**src/rtl/iir_pkg.sv**
```systemverilog
// Shared definitions for the IIR filter sample path.
//   IIR_SAMPLE_W : default filtered-sample width
//   tx_state_e   : serial transmitter FSM states
package iir_pkg;

  localparam int unsigned IIR_SAMPLE_W = 16;

  typedef enum logic [0:0] {
    ST_IDLE  = 1'b0,
    ST_SHIFT = 1'b1
  } tx_state_e;

endpackage

```
**src/rtl/iir_sample_fifo.sv**
```systemverilog
// Synchronous sample FIFO feeding the serial transmitter.
// Ports:
//   i_clk, i_rst_n : clock, asynchronous active-low reset
//   i_push, i_data : write request and data (ignored when full)
//   i_pop          : read request (ignored when empty)
//   o_data         : head of the FIFO (valid when not empty)
//   o_level        : number of entries held
//   o_full/o_empty : level == DEPTH / level == 0
module iir_sample_fifo
  import iir_pkg::*;
#(
  parameter int unsigned WIDTH = IIR_SAMPLE_W,
  parameter int unsigned DEPTH = 4
) (
  input  logic                     i_clk,
  input  logic                     i_rst_n,
  input  logic                     i_push,
  input  logic [WIDTH-1:0]         i_data,
  input  logic                     i_pop,
  output logic [WIDTH-1:0]         o_data,
  output logic [$clog2(DEPTH):0]   o_level,
  output logic                     o_full,
  output logic                     o_empty
);

  localparam int unsigned PW = $clog2(DEPTH);

  logic [WIDTH-1:0] r_mem [DEPTH];
  logic [PW-1:0]    r_wptr;
  logic [PW-1:0]    r_rptr;
  logic [PW:0]      r_level;
  logic             w_push_ok;
  logic             w_pop_ok;

  assign o_full    = (r_level == (PW+1)'(DEPTH));
  assign o_empty   = (r_level == '0);
  assign w_push_ok = i_push && !o_full;
  assign w_pop_ok  = i_pop && !o_empty;
  assign o_data    = r_mem[r_rptr];
  assign o_level   = r_level;

  // Storage needs no reset; the empty flag guards stale contents.
  always_ff @(posedge i_clk) begin
    if (w_push_ok) begin
      r_mem[r_wptr] <= i_data;
    end
  end

  // Pointers wrap naturally because DEPTH is a power of two.
  always_ff @(posedge i_clk or negedge i_rst_n) begin
    if (!i_rst_n) begin
      r_wptr  <= '0;
      r_rptr  <= '0;
      r_level <= '0;
    end else begin
      if (w_push_ok) r_wptr <= r_wptr + PW'(1);
      if (w_pop_ok)  r_rptr <= r_rptr + PW'(1);
      case ({w_push_ok, w_pop_ok})
        2'b10:   r_level <= r_level + (PW+1)'(1);
        2'b01:   r_level <= r_level - (PW+1)'(1);
        default: r_level <= r_level;
      endcase
    end
  end

endmodule

```
**src/rtl/iir_sample_tx.sv**
```systemverilog
// Serial transmitter for filtered IIR samples. Samples are buffered in a
// small FIFO and sent as MSB-first frames of WIDTH bits, CLK_DIV clocks per
// bit, with back-to-back frames when more data is waiting.
// Ports:
//   i_clk, i_rst_n   : clock, asynchronous active-low reset
//   i_sample_in      : two's complement sample from the filter
//   i_sample_valid   : sample valid this cycle
//   o_sample_ready   : FIFO not full
//   o_tx_data        : serial data, MSB first (0 when idle)
//   o_tx_sync        : high during the MSB bit period of each frame
//   o_tx_busy        : frame in progress
//   o_fifo_level     : samples buffered
//   o_overflow       : sticky, a valid sample was dropped
module iir_sample_tx
  import iir_pkg::*;
#(
  parameter int unsigned WIDTH   = IIR_SAMPLE_W,
  parameter int unsigned DEPTH   = 4,
  parameter int unsigned CLK_DIV = 4
) (
  input  logic                    i_clk,
  input  logic                    i_rst_n,
  input  logic [WIDTH-1:0]        i_sample_in,
  input  logic                    i_sample_valid,
  output logic                    o_sample_ready,
  output logic                    o_tx_data,
  output logic                    o_tx_sync,
  output logic                    o_tx_busy,
  output logic [$clog2(DEPTH):0]  o_fifo_level,
  output logic                    o_overflow
);

  localparam int unsigned DivW = $clog2(CLK_DIV);
  localparam int unsigned CntW = $clog2(WIDTH);
  localparam logic [DivW-1:0] DIV_LAST = DivW'(CLK_DIV - 1);
  localparam logic [CntW-1:0] BIT_LAST = CntW'(WIDTH - 1);

  logic [DivW-1:0]  r_div_cnt;
  logic [CntW-1:0]  r_bit_cnt, w_bit_cnt_nxt;
  logic [WIDTH-1:0] r_shreg, w_shreg_nxt;
  tx_state_e        r_state, w_state_nxt;
  logic             r_tx_data, w_tx_data_nxt;
  logic             r_tx_sync, w_tx_sync_nxt;
  logic             r_tx_busy, w_tx_busy_nxt;
  logic             r_overflow;

  logic             w_tick;
  logic             w_last_bit;
  logic             w_load;
  logic [WIDTH-1:0] w_fifo_data;
  logic             w_fifo_full;
  logic             w_fifo_empty;

  iir_sample_fifo #(
    .WIDTH (WIDTH),
    .DEPTH (DEPTH)
  ) u_fifo (
    .i_clk   (i_clk),
    .i_rst_n (i_rst_n),
    .i_push  (i_sample_valid),
    .i_data  (i_sample_in),
    .i_pop   (w_load),
    .o_data  (w_fifo_data),
    .o_level (o_fifo_level),
    .o_full  (w_fifo_full),
    .o_empty (w_fifo_empty)
  );

  assign w_tick     = (r_div_cnt == DIV_LAST);
  assign w_last_bit = (r_bit_cnt == BIT_LAST);
  // Start a frame from idle, or chain one directly after the last bit.
  assign w_load     = w_tick && !w_fifo_empty &&
                      ((r_state == ST_IDLE) || w_last_bit);

  // Divider runs free from reset release, independent of the FSM.
  always_ff @(posedge i_clk or negedge i_rst_n) begin
    if (!i_rst_n) begin
      r_div_cnt <= '0;
    end else if (w_tick) begin
      r_div_cnt <= '0;
    end else begin
      r_div_cnt <= r_div_cnt + DivW'(1);
    end
  end

  always_comb begin
    w_state_nxt   = r_state;
    w_shreg_nxt   = r_shreg;
    w_bit_cnt_nxt = r_bit_cnt;
    w_tx_data_nxt = r_tx_data;
    w_tx_sync_nxt = r_tx_sync;
    w_tx_busy_nxt = r_tx_busy;
    if (w_load) begin
      w_shreg_nxt   = w_fifo_data;
      w_tx_data_nxt = w_fifo_data[WIDTH-1];
      w_tx_sync_nxt = 1'b1;
      w_tx_busy_nxt = 1'b1;
      w_bit_cnt_nxt = '0;
      w_state_nxt   = ST_SHIFT;
    end else if (w_tick && (r_state == ST_SHIFT)) begin
      w_tx_sync_nxt = 1'b0;
      if (!w_last_bit) begin
        w_shreg_nxt   = r_shreg << 1;
        w_tx_data_nxt = r_shreg[WIDTH-2];
        w_bit_cnt_nxt = r_bit_cnt + CntW'(1);
      end else begin
        w_tx_data_nxt = 1'b0;
        w_tx_busy_nxt = 1'b0;
        w_state_nxt   = ST_IDLE;
      end
    end
  end

  always_ff @(posedge i_clk or negedge i_rst_n) begin
    if (!i_rst_n) begin
      r_state   <= ST_IDLE;
      r_shreg   <= '0;
      r_bit_cnt <= '0;
      r_tx_data <= 1'b0;
      r_tx_sync <= 1'b0;
      r_tx_busy <= 1'b0;
    end else begin
      r_state   <= w_state_nxt;
      r_shreg   <= w_shreg_nxt;
      r_bit_cnt <= w_bit_cnt_nxt;
      r_tx_data <= w_tx_data_nxt;
      r_tx_sync <= w_tx_sync_nxt;
      r_tx_busy <= w_tx_busy_nxt;
    end
  end

  // A sample offered while full is lost; remember it until reset.
  always_ff @(posedge i_clk or negedge i_rst_n) begin
    if (!i_rst_n) begin
      r_overflow <= 1'b0;
    end else if (i_sample_valid && w_fifo_full) begin
      r_overflow <= 1'b1;
    end
  end

  assign o_sample_ready = !w_fifo_full;
  assign o_tx_data      = r_tx_data;
  assign o_tx_sync      = r_tx_sync;
  assign o_tx_busy      = r_tx_busy;
  assign o_overflow     = r_overflow;

endmodule

```
**config.mk**
```make
export PLATFORM = sky130hd
export DESIGN_NAME = iir_sample_tx
export DESIGN_NICKNAME = d
export VERILOG_FILES = /design/src/rtl/iir_pkg.sv /design/src/rtl/iir_sample_fifo.sv /design/src/rtl/iir_sample_tx.sv
export SDC_FILE = /design/constraint.sdc
export NUM_CORES = 1
export LEC_CHECK = 0
export ABC_AREA = 1
export CAP_MARGIN = 20
export CORE_UTILIZATION = 47
export CTS_CLUSTER_DIAMETER = 80
export DETAILED_ROUTE_END_ITERATION = 8
export PLACE_DENSITY = 0.7
export SLEW_MARGIN = 20
export SYNTH_ARGS = -nofsm -noshare
export SYNTH_HDL_FRONTEND = slang
export SYNTH_HIERARCHICAL = 1
export SYNTH_SLANG_ARGS = --single-unit
```
**constraint.sdc**
```tcl
create_clock -name i_clk -period 2.5 [get_ports i_clk]
set_clock_uncertainty 0.15 [all_clocks]
set_input_delay 0.5 -clock i_clk [delete_from_list [all_inputs] [get_ports i_clk]]
set_output_delay 0.5 -clock i_clk [all_outputs]
set_load 0.05 [all_outputs]
```
### Yosys cells after proc, flatten, opt, wreduce, memory -nomap -nowiden

Memories as Yosys holds them, arrays and structs flattened.
Index checks and enable logic that the tools add are counted.
W data, S select, Z words.

| cells by class | value |
|---|---|
| add/subtract/negate cells | 6 |
| multiply operators | 0 |
| div/mod/pow operators | 0 |
| magnitude comparators | 0 |
| eq/ne operators | 6 |
| shift operators | 0 |
| mux-type cells | 18 |
| bitwise gates (word level) | 1 |
| reduce and logical (&&, ||, !) cells | 15 |

Operators by type and width:

| cell | number |
|---|---|
| $mux W15 | 3 |
| $mux W4 | 3 |
| $mux W1 | 10 |
| $add A2 B1 Y2 const B | 3 |
| $logic_and A1 B1 Y1 | 6 |
| $pmux W3 S2 | 1 |
| $reduce_bool A2 Y1 | 3 |
| $add A4 B1 Y4 const B | 1 |
| $eq A2 B2 Y1 const B | 2 |
| $eq A4 B4 Y1 const B | 1 |
| $reduce_and A2 Y1 | 2 |
| $add A3 B1 Y3 const B | 1 |
| $eq A3 B3 Y1 const B | 1 |
| $logic_not A3 Y1 | 1 |
| $sub A3 B1 Y3 const B | 1 |
| $eq A2 B1 Y1 const B | 1 |
| $logic_not A1 Y1 | 2 |
| $mux W2 | 1 |
| $ne A2 B1 Y1 const B | 1 |
| $logic_or A1 B1 Y1 | 1 |
| $not A1 Y1 | 1 |

| word-level totals | value |
|---|---|
| register bits after elaboration | 32 |
| bits in latches | 0 |
| memory bits (writable) | 64 |
| bits in read-only memories | 0 |
| output and inout bits | 8 |
| word-level logic and storage cells | 57 |
| memories kept | 1 |

Memories:

| memory | depth | bits a word | rd ports | clocked after Yosys merged registers in | wr ports | line | text |
|---|---|---|---|---|---|---|---|
| u_fifo.r_mem | 4 | 16 | 1 | 0 | 1 | iir_sample_fifo.sv:28 | `logic [WIDTH-1:0] r_mem [DEPTH];` |

### Longest topological paths before layout

| depth | value |
|---|---|
| depth in word-level cells | 7 |
| gate-level depth with buffers | 16 |

### By module

The synthesis kept the hierarchy.

Modules (own cells, without submodules):

| module | times used | cells each | area each (µm²) |
|---|---|---|---|
| iir_sample_fifo | 1 | 248 | 3,022.9 |
| iir_sample_tx | 1 | 171 | 1,357.6 |

### Worst setup path before layout

No wires, ideal clock.

| timing | value |
|---|---|
| kind | register to register |
| start | register u_fifo.r_level[0] (netlist: u_fifo/o_level[0]) |
| end | register u_fifo.r_level[2] (netlist: u_fifo/o_level[2]) |
| setup time | 0.120 ns |
| arrival time | 2.381 ns |
| required time | 2.230 ns |
| slack | -0.151 ns |
| cell stages (with the launch flop) | 16 |
| path buffers | 0 |
| clock period less this slack | 2.651 ns |
| cell sequence | dfrtp_1 > inv_1 > nand3_1 > inv_1 > nor2_8 > nand2_4 > inv_1 > nand2_1 > inv_1 > ha_1 > inv_1 > fa_1 > nand2_1 > nand3_1 > nand2_1 > nand2_1 |

| between the ends | value |
|---|---|
| word-level cells in the longest chain between the ends | 7 |

Ends and longest elaborated chain:

| item | line | text |
|---|---|---|
| from (decl) | iir_sample_fifo.sv:31 | `logic [PW:0] r_level;` |
| from (signal assigned) | iir_sample_fifo.sv:59 | `2'b10: r_level <= r_level + (PW+1)'(1);` |
| from (signal assigned) | iir_sample_fifo.sv:60 | `2'b01: r_level <= r_level - (PW+1)'(1);` |
| from (signal assigned) | iir_sample_fifo.sv:61 | `default: r_level <= r_level;` |
| $logic_not A3 Y1 (*) | iir_sample_fifo.sv:36 | `assign o_empty = (r_level == '0);` |
| named net w_fifo_empty | iir_sample_tx.sv:52 | `logic w_fifo_empty;` |
| $logic_not A1 Y1 (*) | iir_sample_tx.sv:72 | `assign w_load = w_tick && !w_fifo_empty &&` |
| $logic_and A1 B1 Y1 (*) (2 in a row) | iir_sample_tx.sv:72 |  |
| named net w_load | iir_sample_tx.sv:49 | `logic w_load;` |
| $logic_and A1 B1 Y1 (*) | iir_sample_fifo.sv:38 | `assign w_pop_ok = i_pop && !o_empty;` |
| named net u_fifo.w_pop_ok | iir_sample_fifo.sv:33 | `logic w_pop_ok;` |
| $eq A2 B1 Y1 or $eq A2 B2 Y1 (tied branches) | iir_sample_fifo.sv:58 | `case ({w_push_ok, w_pop_ok})` |
| $pmux W3 S2 or $reduce_bool A2 Y1 (tied branches) | -- |  |

Mark *: on every way through the listed nets, which the timed path passes. The rest lies on a longest branch.
A chain may end at the register's enable or synchronous reset.

### Worst setup path after layout

| timing | value |
|---|---|
| start | register r_tx_busy (netlist: o_tx_busy) |
| end | output o_tx_busy |

RTL lines:

| item | line | text |
|---|---|---|
| from (decl) | iir_sample_tx.sv:44 | `logic r_tx_busy, w_tx_busy_nxt;` |
| from (signal assigned) | iir_sample_tx.sv:128 | `r_tx_busy <= w_tx_busy_nxt;` |
| to (decl) | iir_sample_tx.sv:28 | `output logic o_tx_busy,` |

No word-level cell between the ends.

==> impl_metrics.py <==
metrics = {
    "place": {
        "pre_cts_slack_ns": 0.1671,
        "routabilityCongestion": 0.7530,
        "placed_cell_area_sq_mm": 0.004781,
        "dpl.hpwl_microns": 5047,
        "io_buffers": 26,
    },
    "route": {
        "drtAntennaViolNets": 0,
        "drtPass1Iterations": 7,
        "wl_per_cell_microns": 14.10,
        "avgViaCountPerCell": 5.184,
        "drt-initial-drc-count": 229,
        "drc_errors": 0,
        "num_vias": 2934,
        "routed_wl_microns": 7982,
    },
    "sta": {
        "setup_viol": 0,
        "slew_viol_final": 0,
        "fin_crit_ns": 2.327,
        "timing.slew.headroom_pct": 66.81,
        "rsz0062_at_grt": "false",
        "setup_ws_ns": 0.1727,
        "hold_viol": 0,
        "tns_ns": 0,
        "fin_crit_sh_pct": 93.09,
        "worst_pin_slew_ns": 0.4963,
        "fin_hold_ws_ns": 0.3031,
        "fmax_mhz": 429.7,
    },
    "floorplanning": {
        "die_w_microns": 98.54,
        "pin_count": 27,
        "design.core.area_sq_mm": 0.008891,
        "die-area_sq_mm": 0.009710,
        "fp-row-count": 34,
        "initial_core_util_pct": 49.27,
        "die_h_microns": 98.54,
    },
    "clocking": {
        "cts_buffer_depth": 2,
        "worstSkewPairLatency_ns": 0.36,
        "cts_max_level": 3,
        "clock_sinks": 96,
        "path_clk_slew_ns": 0.09,
        "hold_buffers": 0,
        "cts_setup_buffers": 0,
        "clockRootBuffer": "clkbuf_8",
        "cts_made_buffers": 9,
        "cts_tree": "done",
    },
    "critical_path": {
        "worst-path-max-fanout": 5,
        "cpMaxStageDelayCell": "clkdlybuf4s50_1",
        "crit_chain": "clkdlybuf4s50_1",
        "critPathLaunch": "o_tx_busy",
        "path_buf_inv": 1,
        "r2r_slack_ns": 0.19,
        "rr_worst_depth": 14,
        "worstPathArrival_ns": 1.68,
        "start_kind": "flop",
        "crit_family": "buffers and inverters",
        "regToRegEndpoint": "u_fifo/o_level[2]",
        "end_kind": "primary output",
        "worstPathRequired_ns": 1.85,
        "worstSetupPathType": "reg2out",
        "slowest_delay_ns": 0.85,
        "r2r-start": "r_bit_cnt[0]",
    },
    "global_routing": {
        "track_usage_pct": 18.26,
        "antenna_found_initial": 0,
        "grt_pass1_wl_microns": 13550,
        "grt-ovfl-total": 0,
        "grt_max_degree": 66,
        "grt_pass1_vias": 2790,
    },
    "hold_path": {
        "min_path_type": "reg2reg",
        "min_path_cells": 1,
        "worstHoldEndpoint": "r_div_cnt[0]",
        "min-delay-start": "r_div_cnt[0]",
    },
    "final_layout": {
        "drive_above_1_share_pct": 10.26,
        "layout_common_cells": "nand2_1 (101), inv_1 (79), edfxtp_1 (64), nand3_1 (57), o211ai_1 (30)",
        "area_growth_pct": 14.20,
        "layout.nets": 480,
        "diodes": 0,
        "fin_area_sq_mm": 0.005002,
        "final_common_cell": "nand2_1",
    },
    "pwr": {
        "vdd_drop_max_mv": 0.4968,
        "seqPwrFrac_pct": 49.8,
        "netSwitchingFraction_pct": 30.82,
        "clkPwrFrac_pct": 26.1,
        "p_int_uw": 2899,
        "leakage_uw": 0.002277,
        "power_frac_comb_pct": 24.1,
        "p_sw_uw": 1291,
        "power_density_mw_per_mm2": 837.6,
    },
    "synth": {
        "seq_area_frac_synth_pct": 62.15,
        "synth_nets": 446,
        "netlist_area_sq_mm": 0.004380,
        "syn-instance-count": 419,
        "yosysUniqueCellTypes": 24,
        "syn_avg_cell_area_sq_um": 10.45,
        "ys_warn_count": 6,
        "ys_ff_latch": 96,
    },
    "flow_run": {
        "drv_cap": 0,
    },
    "run_status": {
        "outcome": "completed",
    },
}
kinds of logic (layout without fill, tap and decap cells):
| family | count (synthesis) | count (layout) | share of synthesized area (%) |
|---|---|---|---|
| AND/OR/NAND/NOR | 172 | 172 | 17.71 |
| flip-flops | 96 | 96 | 62.15 |
| adder cells (fa/ha/maj) | 8 | 8 | 2.456 |
| AO/OA/AOI/OAI | 39 | 39 | 6.570 |
| buffers and inverters | 101 | 140 | 10.51 |
| XOR/XNOR | 3 | 3 | 0.5999 |
cells in the mapped netlist:
library cell	count	area, sq um
inv_2	4	15.01
nand3b_1	1	7.510
nand4_1	1	6.260
nand3_2	2	20.02
nor2_1	5	18.77
nand3_1	58	290.3
edfxtp_1	64	1922
o211ai_2	2	25.02
xnor2_1	1	8.760
dfrtp_1	32	800.8
xor2_1	2	17.52
o21ai_0	6	30.03
a21o_1	1	7.510
buf_6	8	90.09
ha_1	7	87.58
nand2_1	101	379.1
nor2_8	1	20.02
nand2_4	3	33.78
buf_2	5	25.02
o211ai_1	30	225.2
fa_1	1	20.02
inv_1	79	296.5
buf_4	4	30.03
clkbuf_1	1	3.750
per-stage QoR:
stage | instances | total power (uW) | util (%)
floorplan | 419 | 2792 | -
global placement | 550 | 3109 | 53.77
detailed placement | 550 | 3141 | 53.77
CTS | 566 | 4232 | 56.21
global route | 566 | 4423 | 56.26
finish | 566 | 4190 | 56.26
cell type report:
cell class              instances  area, sq um
clock inverters                 7        93.84
repair buffers                 41        409.1
multi-input cells             222         1202
well taps                     108        135.1
fillers                       732         3889
clock buffers                   9        123.9
inverters                      83        311.5
flip-flops and latches         96         2726
state kept, by name, indices dropped and copies added (netlist names):
register	flops
o_overflow	1
o_tx_busy	1
u_fifo/r_mem	64
u_fifo/r_rptr	2
o_tx_sync	1
r_div_cnt	2
r_shreg	15
o_tx_data	1
u_fifo/r_wptr	2
u_fifo/o_level	3
r_bit_cnt	4
power by group through the flow:
stage          combinational (uW)  clock, uW  sequential [uW]
2_1_floorplan                 559          0             2230
3_3_place_gp                 1000          0             2110
3_5_place_dp                 1020          0             2120
4_1_cts                      1020       1120             2090
5_1_grt                      1130       1180             2110
6_report                     1010       1100             2080
how the worst max path moves through the flow:
| stage | to | cells past startpoint | slack [ns] |
|---|---|---|---|
| after global placement | u_fifo/o_level[2] | 15 | 0.26 |
| final | o_tx_busy | 1 | 0.17 |
| after detailed placement | u_fifo/o_level[2] | 15 | 0.17 |
| after CTS | o_tx_busy | 1 | 0.14 |
| after floorplan | u_fifo/o_level[2] | 15 | 0.02 |
| after global routing | u_fifo/o_level[2] | 14 | 0.007 |
metal layers:
layer / GRT usage [%] / vias up / part of all wire [%]
li1: - / 1436 / -
met1: 23.55 / 1409 / 44
met2: 29.79 / 76 / 50
met3: 3.475 / 13 / 4.6
met4: 9.070 / 0 / 2.1
met5: 0 / - / 0
repair_timing:
| item | 4_1_cts | 5_1_grt |
|---|---|---|
| endpoints found under the hold margin | 0 | 0 |
| resized for setup | 1 | 1 |
| setup endpoints to repair | 1 | 1 |
(Power assumes the default switching activity.)
